==> src/rtl/data_mem_hs.sv <==
// rtl/data_mem_hs.sv - RV32 byte-addressable data memory with valid/ready handshake and LB/LH/LW/LBU/LHU/SB/SH/SW support; optional macro DMEM_MISALIGN_TRAP_EN
module data_mem_hs #(
    parameter int DEPTH_WORDS = 64,
    parameter int ADDR_W      = 8,
    parameter int LATENCY     = 1
) (
    input  logic              clk,
    input  logic              rst_n,
    input  logic              req_valid,
    output logic              req_ready,
    input  logic              req_we,
    input  logic [2:0]        req_funct3,
    input  logic [ADDR_W-1:0] req_addr,
    input  logic [31:0]       req_wdata,
    output logic              rsp_valid,
    input  logic              rsp_ready,
    output logic [31:0]       rsp_rdata,
    output logic              rsp_err
);

    localparam int MI_W   = $clog2(DEPTH_WORDS);
    localparam int IDX_W  = ADDR_W - 2;
    localparam int IDXP_W = IDX_W + 1;
    localparam logic [IDXP_W-1:0] DEPTH_LIM = IDXP_W'(DEPTH_WORDS);
    localparam logic [3:0] LAT_M1   = (LATENCY > 0) ? 4'(LATENCY - 1) : 4'd0;
    localparam bit         ZERO_LAT = (LATENCY == 0);

    typedef enum logic [1:0] {IDLE, WAIT, RESP} state_t;

    state_t             state;
    logic [3:0]         cnt;
    logic               cap_we;
    logic [2:0]         cap_funct3;
    logic [ADDR_W-1:0]  cap_addr;
    logic [31:0]        cap_wdata;

    logic [31:0]        mem [DEPTH_WORDS];

    logic               acc_we;
    logic [2:0]         acc_funct3;
    logic [ADDR_W-1:0]  acc_addr;
    logic [31:0]        acc_wdata;
    logic               commit;

    logic [1:0]         acc_size;
    logic [1:0]         acc_off;
    logic [MI_W-1:0]    acc_idx;
    logic               range_err;
    logic               f3_err;
    logic               mis_err;
    logic               acc_err;
    logic [3:0]         wr_be;
    logic [31:0]        wr_data;
    logic [31:0]        rd_word;
    logic [31:0]        rd_shift;
    logic [31:0]        ld_data;

    // Access fields: live inputs while idle (zero-latency commits on the accept edge), captured copy otherwise
    always_comb begin
        acc_we     = cap_we;
        acc_funct3 = cap_funct3;
        acc_addr   = cap_addr;
        acc_wdata  = cap_wdata;
        if (state == IDLE) begin
            acc_we     = req_we;
            acc_funct3 = req_funct3;
            acc_addr   = req_addr;
            acc_wdata  = req_wdata;
        end
        commit = ((state == IDLE) && req_valid && ZERO_LAT) ||
                 ((state == WAIT) && (cnt == 4'd0));
    end

    // Decode size, lane offset, error conditions and the store lane image
    always_comb begin
        acc_size  = acc_funct3[1:0];
        acc_idx   = acc_addr[MI_W+1:2];
        range_err = ({1'b0, acc_addr[ADDR_W-1:2]} >= DEPTH_LIM);
        f3_err    = acc_we ? (acc_funct3 >= 3'd3)
                           : ((acc_funct3[1:0] == 2'd3) || (acc_funct3 == 3'd6));
`ifdef DMEM_MISALIGN_TRAP_EN
        mis_err   = ((acc_size == 2'd1) && acc_addr[0]) ||
                    ((acc_size == 2'd2) && (acc_addr[1:0] != 2'd0));
        acc_off   = acc_addr[1:0];
`else
        mis_err   = 1'b0;
        acc_off   = (acc_size == 2'd2) ? 2'd0 :
                    (acc_size == 2'd1) ? {acc_addr[1], 1'b0} : acc_addr[1:0];
`endif
        acc_err   = range_err || f3_err || mis_err;

        case (acc_size)
            2'd0: begin
                wr_be   = 4'b0001 << acc_off;
                wr_data = {4{acc_wdata[7:0]}};
            end
            2'd1: begin
                wr_be   = acc_off[1] ? 4'b1100 : 4'b0011;
                wr_data = {2{acc_wdata[15:0]}};
            end
            default: begin
                wr_be   = 4'b1111;
                wr_data = acc_wdata;
            end
        endcase
    end

    // Load path: pick the addressed lane and sign/zero-extend it
    always_comb begin
        rd_word  = mem[acc_idx];
        rd_shift = rd_word >> {acc_off, 3'b000};
        case (acc_funct3)
            3'd0:    ld_data = {{24{rd_shift[7]}}, rd_shift[7:0]};
            3'd1:    ld_data = {{16{rd_shift[15]}}, rd_shift[15:0]};
            3'd2:    ld_data = rd_word;
            3'd4:    ld_data = {24'd0, rd_shift[7:0]};
            3'd5:    ld_data = {16'd0, rd_shift[15:0]};
            default: ld_data = 32'd0;
        endcase
        if (acc_err || acc_we) begin
            ld_data = 32'd0;
        end
    end

    // Commit-edge store: only selected lanes of an error-free store; reset blocks any write
    always_ff @(posedge clk) begin
        if (rst_n && commit && acc_we && !acc_err) begin
            for (int i = 0; i < 4; i++) begin
                if (wr_be[i]) begin
                    mem[acc_idx][8*i +: 8] <= wr_data[8*i +: 8];
                end
            end
        end
    end

    // Handshake FSM: IDLE accepts, WAIT counts latency, RESP holds the response until consumed
    always_ff @(posedge clk or negedge rst_n) begin
        if (!rst_n) begin
            state      <= IDLE;
            cnt        <= 4'd0;
            req_ready  <= 1'b1;
            rsp_valid  <= 1'b0;
            rsp_rdata  <= 32'd0;
            rsp_err    <= 1'b0;
            cap_we     <= 1'b0;
            cap_funct3 <= 3'd0;
            cap_addr   <= '0;
            cap_wdata  <= 32'd0;
        end else begin
            case (state)
                IDLE: begin
                    if (req_valid) begin
                        cap_we     <= req_we;
                        cap_funct3 <= req_funct3;
                        cap_addr   <= req_addr;
                        cap_wdata  <= req_wdata;
                        req_ready  <= 1'b0;
                        if (ZERO_LAT) begin
                            state     <= RESP;
                            rsp_valid <= 1'b1;
                            rsp_rdata <= ld_data;
                            rsp_err   <= acc_err;
                        end else begin
                            state <= WAIT;
                            cnt   <= LAT_M1;
                        end
                    end
                end
                WAIT: begin
                    if (cnt == 4'd0) begin
                        state     <= RESP;
                        rsp_valid <= 1'b1;
                        rsp_rdata <= ld_data;
                        rsp_err   <= acc_err;
                    end else begin
                        cnt <= cnt - 4'd1;
                    end
                end
                RESP: begin
                    if (rsp_ready) begin
                        state     <= IDLE;
                        rsp_valid <= 1'b0;
                        req_ready <= 1'b1;
                    end
                end
                default: begin
                    state     <= IDLE;
                    req_ready <= 1'b1;
                    rsp_valid <= 1'b0;
                end
            endcase
        end
    end

endmodule

==> config.mk <==
export PLATFORM = sky130hd
export DESIGN_NAME = data_mem_hs
export DESIGN_NICKNAME = d
export VERILOG_FILES = /design/src/rtl/data_mem_hs.sv
export SDC_FILE = /design/constraint.sdc
export NUM_CORES = 2
export LEC_CHECK = 0
export BUFFER_PORTS_ARGS = -buffer_cell sky130_fd_sc_hd__buf_2
export CORE_MARGIN = 3
export CORE_UTILIZATION = 50
export CTS_CLUSTER_SIZE = 20
export DETAILED_ROUTE_END_ITERATION = 7
export PLACE_DENSITY = 0.65
export SYNTH_ARGS = -nofsm -noshare
export SYNTH_HDL_FRONTEND = slang
export SYNTH_SLANG_ARGS = --single-unit
==> constraint.sdc <==
create_clock -name clk -period 15.95 [get_ports clk]
set_input_delay 2.3925 -clock clk [delete_from_list [all_inputs] [get_ports clk]]
set_output_delay 2.3925 -clock clk [all_outputs]
set_load 0.05 [all_outputs]
# --- Word-level counts from Yosys, hierarchy flattened ---
# Memory sizes are Yosys's and may differ from the RTL's.
# Cells that the tools add are included.
classes:
  shift: 2
  mux: 37
  div_mod_pow: 0
  n_eq_ne: 14
  addsub: 1
  bitwise: 2
  magnitude_cmp: 1
  n_mul: 0
  reduce_logical: 18
op_table:
  columns: ["operator", "count"]
  rows:
  - ["$pmux 32 s5", 1]
  - ["$mux 32", 2]
  - ["$pmux 32 s2", 1]
  - ["$shr 32x5->16", 1]
  - ["$mux 1", 19]
  - ["$pmux 4 s2", 2]
  - ["$mux 4", 3]
  - ["$reduce_and 3->1", 4]
  - ["$eq 3x3->1 const B", 3]
  - ["$mux 2", 4]
  - ["$mux 8", 1]
  - ["$eq 2x2->1 const B", 3]
  - ["$ne 2x2->1 const B", 3]
  - ["$pmux 1 s3", 2]
  - ["$pmux 2 s3", 1]
  - ["$eq 2x1->1 const B", 2]
  - ["$logic_and 1x1->1", 4]
  - ["$logic_not 2->1", 2]
  - ["$logic_not 4->1", 1]
  - ["$reduce_and 2->1", 2]
  - ["$shl 1x2->4 const A", 1]
  - ["$sub 4x1->4 const B", 1]
  - ["$eq 3x1->1 const B", 1]
  - ["$eq 3x2->1 const B", 1]
  - ["other kinds (8)", 10]
totals:
  regBits: 85
  rom_bits: 0
  ram_bits: 2048
  memories: 1
  latchBits: 0
  input_bits: 48
  out_inout_bits: 35
memory_table:
  columns: ["name", "depth", "width", "read_ports", "rd_clocked_by_memory_dff", "wr", "line", "text"]
  rows:
  - ["mem", 64, 32, 1, 0, 1, "37", "logic [31:0] mem [DEPTH_WORDS];"]

# --- Logic depth before layout (Yosys ltp) ---
depth:
  word_depth: 10
  depth_mapped: 17
  mapped_depth_nobuf: 11

# --- Least setup slack after synthesis ---
# OpenSTA, ideal clock, no wires.
synth_timing:
  kind: "input to register"
  start: "input port req_wdata[5]"
  end: "memory mem[0][13] (data pin)"
  setup_slack_ps: 10265
  t_arrival_ps: 5136
  path_buffers: 0
  t_required_ps: 15402
  path_stages: 4
  path_cell_list: "mux2i_1 inv_1 nor2_1 a21oi_1"
synth_via:
  elab_chain_len: 2
synth_lines:
  columns: ["element", "line", "text"]
  rows:
  - ["start: declaration", "14", "input logic [31:0] req_wdata,"]
  - ["$mux 32", "64", "if (state == IDLE) begin"]
  - ["net acc_wdata[5]", "42", "logic [31:0] acc_wdata;"]
  - ["$pmux 32 s2", "92", "case (acc_size)"]
  - ["net wr_data[13]", "53", "logic [31:0] wr_data;"]
  - ["end: declaration", "37", null]
# The timed path passes the listed nets, and every way through them passes these cells.

# --- Worst setup path after layout ---
layout_timing:
  start: "input port req_addr[3]"
  end: "register rsp_rdata[13]"
layout_via:
  elab_chain_len: 5
layout_lines:
  columns: ["element", "line", "text"]
  rows:
  - ["start: declaration", "13", "input logic [ADDR_W-1:0] req_addr,"]
  - ["$mux 8 (*)", "64", null]
  - ["$mem_v2 64x32 (*)", null, null]
  - ["$shr 32x5->16", "111", "rd_shift = rd_word >> {acc_off, 3'b000};"]
  - ["$pmux 32 s5 (*)", "112", "case (acc_funct3)"]
  - ["$mux 32 (*)", "120", "if (acc_err || acc_we) begin"]
  - ["end signal: assignment", "161", "rsp_rdata <= ld_data;"]
  - ["end signal: assignment", "173", "rsp_rdata <= ld_data;"]
  - ["end: declaration", "17", "output logic [31:0] rsp_rdata,"]
# Mark *: on every way between the ends. The rest lies on a longest branch, timed or not.
# A chain may end at the register's enable or synchronous reset.

==> summary.txt <==
Synth area leaders = edfxtp_1, nand2_1, o22ai_1, dfrtp_1, nor3_1
DP Area = 0.0875 mm²
Synth top area share = 0.739
Most common cell in the netlist = edfxtp_1
Largest net degree at the start of global routing = 105
Fraction of registers with async set/reset = 0.0398
Post-CTS Setup Inserts = 0
DR WL met2 = 123,000 µm
Vias in the first global route = 52,400
Flop pwr share = 0.373
Sw frac = 0.419
Finished layout cell area = 0.0942 mm²
Width of the chip = 414 µm
P per Cell Area = 225 mW/mm²
PortBufs = 82
Dpl hpwl = 164,000 µm
Critical Path AT = 7.62 ns
WL met3 = 36,100 µm
Initial core utilization = 0.504
Register bit total from synthesis = 2,133
DR pass1 iterations = 6
Power Total = 21.2 mW
Via count of the routed design = 55,300
DRC errors left = 0
H-tree Lvls = 4
Drt via density = 6.79
Synthesized area = 0.0832 mm²
Maximum resistive drop on vdd = 0.000267 V
Final hold violation count = 0
Synth Area per Inst = 14.9 µm²
Register area share after synthesis = 0.764
Slew HR = 0.0816
Cts-stage hold buffer count = 0
Crit path time final = 6.87 ns
Die height = 414 µm
Worst-margin pin slew = 1.35 ns
Leakage power = 30.5 nW
Die area = 0.171 mm²
Crit path required time = 16.70 ns
Critical path class = in2reg
Routability cong. = 0.947
DR top layer = met5
Leading area contributor after synthesis = edfxtp_1
Synthesized net count = 5,637
Internal power = 12.3 mW
Setup TNS = 0 ns
# rows = 149
DR WL/cell = 34.3 µm
Initial antenna violation count = 7
Switch Pwr = 8.90 mW
Max Buffers Root-to-Sink = 3
Reported max-cap violation count = 0
Clock share of power = 0.230
Clock sinks = 2,133
DRT met1 WL = 101,000 µm
Run status = complete, no violations
FMAX = 0.146 GHz
Clock Skews = 0.0486 ns
Post-CTS sizing = 0
Cells after Synth = 5,587
Crit path capture type = register
Gr usage total = 0.319
Initial drt markers = 8,179
Core ar. = 0.165 mm²
Top Ports = 83
First-pass GRT wire length = 394,000 µm
Reg clk slew, reported paths = 0.07 ns
Critical Path Source Type = input port
Comb pwr share = 0.397
TritonCTS Buffers = 205
YS warnings = 0
Layout cell share with drive strength beyond 1 = 0.149
EDFF count, synth = 2,048
Pre-CTS setup slack = 8.41 ns
P&R area growth vs syn = 13.2%
Netlist cell types = 89
Synth cell count leaders = edfxtp_1, nand2_1, o22ai_1
Clock Root Buffer = clkbuf_16
Worst skew pair latency = 0.86 ns
Ys flop type = edfxtp_1
Worst Slack Setup Final = 9.08 ns
Final Max Tran Viols = 0
Drt total wl = 279,000 µm
Hold WC Path Type = reg2reg
Grt ovf = 0
Final setup fails = 0
Antenna viol nets, final = 0
CTS tree = yes
Layout Nets = 5,833
Worst Hold Margin = 0.507 ns
Final period util = 0.431
Crit path max fanout = 34
Reg2reg setup slack = 9.86 ns
RSZ-0062 raised after global routing = no
==> path summary, 6_finish.rpt <==
path / depth (start not counted) / end / startpoint
worst max register to register: 12 / rsp_rdata[6] / state[0]
worst min register to register: 1 / cap_wdata[12] / cap_wdata[12]
max in group asynchronous: 2 / rsp_rdata[19] / rst_n
worst max-delay path: 12 / rsp_rdata[13] / req_addr[3]
worst min-delay path: 1 / cap_wdata[12] / cap_wdata[12]
min in group asynchronous: 1 / rsp_valid / rst_n
==> flip-flops by register name, summed over array words and instances, names as in the netlist <==
signal / flops
cap_addr: 8
cap_funct3: 3
cap_wdata: 32
cap_we: 1
cnt: 4
mem: 2048
req_ready: 1
rsp_err: 1
rsp_rdata: 32
rsp_valid: 1
state: 2
==> critical path, cell delays in order <==
cell and delay, ns:
buf_2 0.22, nor3b_2 0.23, nor2_4 0.92, buf_4 0.60, buf_4 0.52, nand2_1 0.12
a32o_1 0.27, a311oi_1 0.45, o221ai_1 0.32, nor4_4 0.73, o2111ai_4 0.51, o211ai_1 0.26
==> stage by stage <==
stage               instances  utilization
floorplan                5587            -
global placement         7765        0.530
detailed placement       7765        0.530
CTS                      8136        0.570
global route             8137        0.571
finish                   8140        0.571
==> placed cells by master (no fill, tap or decap), types with 43 or more instances in the layout <==
cell type | synthesis | final
a21oi_1 | 176 | 165
edfxtp_1 | 2048 | 2048
mux2_2 | 57 | 56
and3_1 | 45 | 45
o221ai_1 | 65 | 65
nand2_1 | 752 | 747
clkbuf_16 | 0 | 205
buf_2 | 181 | 81
nor2_1 | 233 | 229
buf_4 | 41 | 308
dfrtp_1 | 84 | 84
nand3_1 | 196 | 196
a32oi_1 | 84 | 84
o22ai_1 | 439 | 439
clkbuf_1 | 125 | 43
mux2i_1 | 94 | 80
nor3_1 | 255 | 231
o21ai_0 | 90 | 89
a31oi_1 | 118 | 111
==> power groups by stage <==
stage	clock network (mW)	registers [mW]	logic [mW]
global route	5.12	7.92	8.61
floorplan	0	8.18	4.20
global placement	0	8.02	7.99
CTS	4.89	7.91	8.13
detailed placement	0	8.03	8.10
finish	4.88	7.92	8.43
==> cell type report <==
type	count	area [µm²]
Antenna cell	4	10.0
Clock buffer	253	5360
Clock inverter	118	1340
Fill cell	12700	70900
Inverter	14	52.6
Multi-Input combinational cell	3031	18200
Sequential cell	2133	63600
Tap cell	2189	2740
Timing Repair Buffer	398	2900
==> layer usage <==
metal | global-route usage | vias up
li1 | - | 22500
met1 | 0.427 | 27700
met2 | 0.476 | 4215
met3 | 0.0861 | 862
met4 | 0.178 | 4
met5 | 0 | -
==> cells by family after synthesis <==
family,Yosys count,synth area share
AO/OA/AOI/OAI,1264,0.104
buffers and inverters,423,0.0250
adder cells (fa/ha/maj),2,0.000301
AND/OR/NAND/NOR,1607,0.0856
XOR/XNOR,1,0.000105
multiplexers,157,0.0201
flip-flops,2133,0.764
Power figures use the tool's default switching activity.
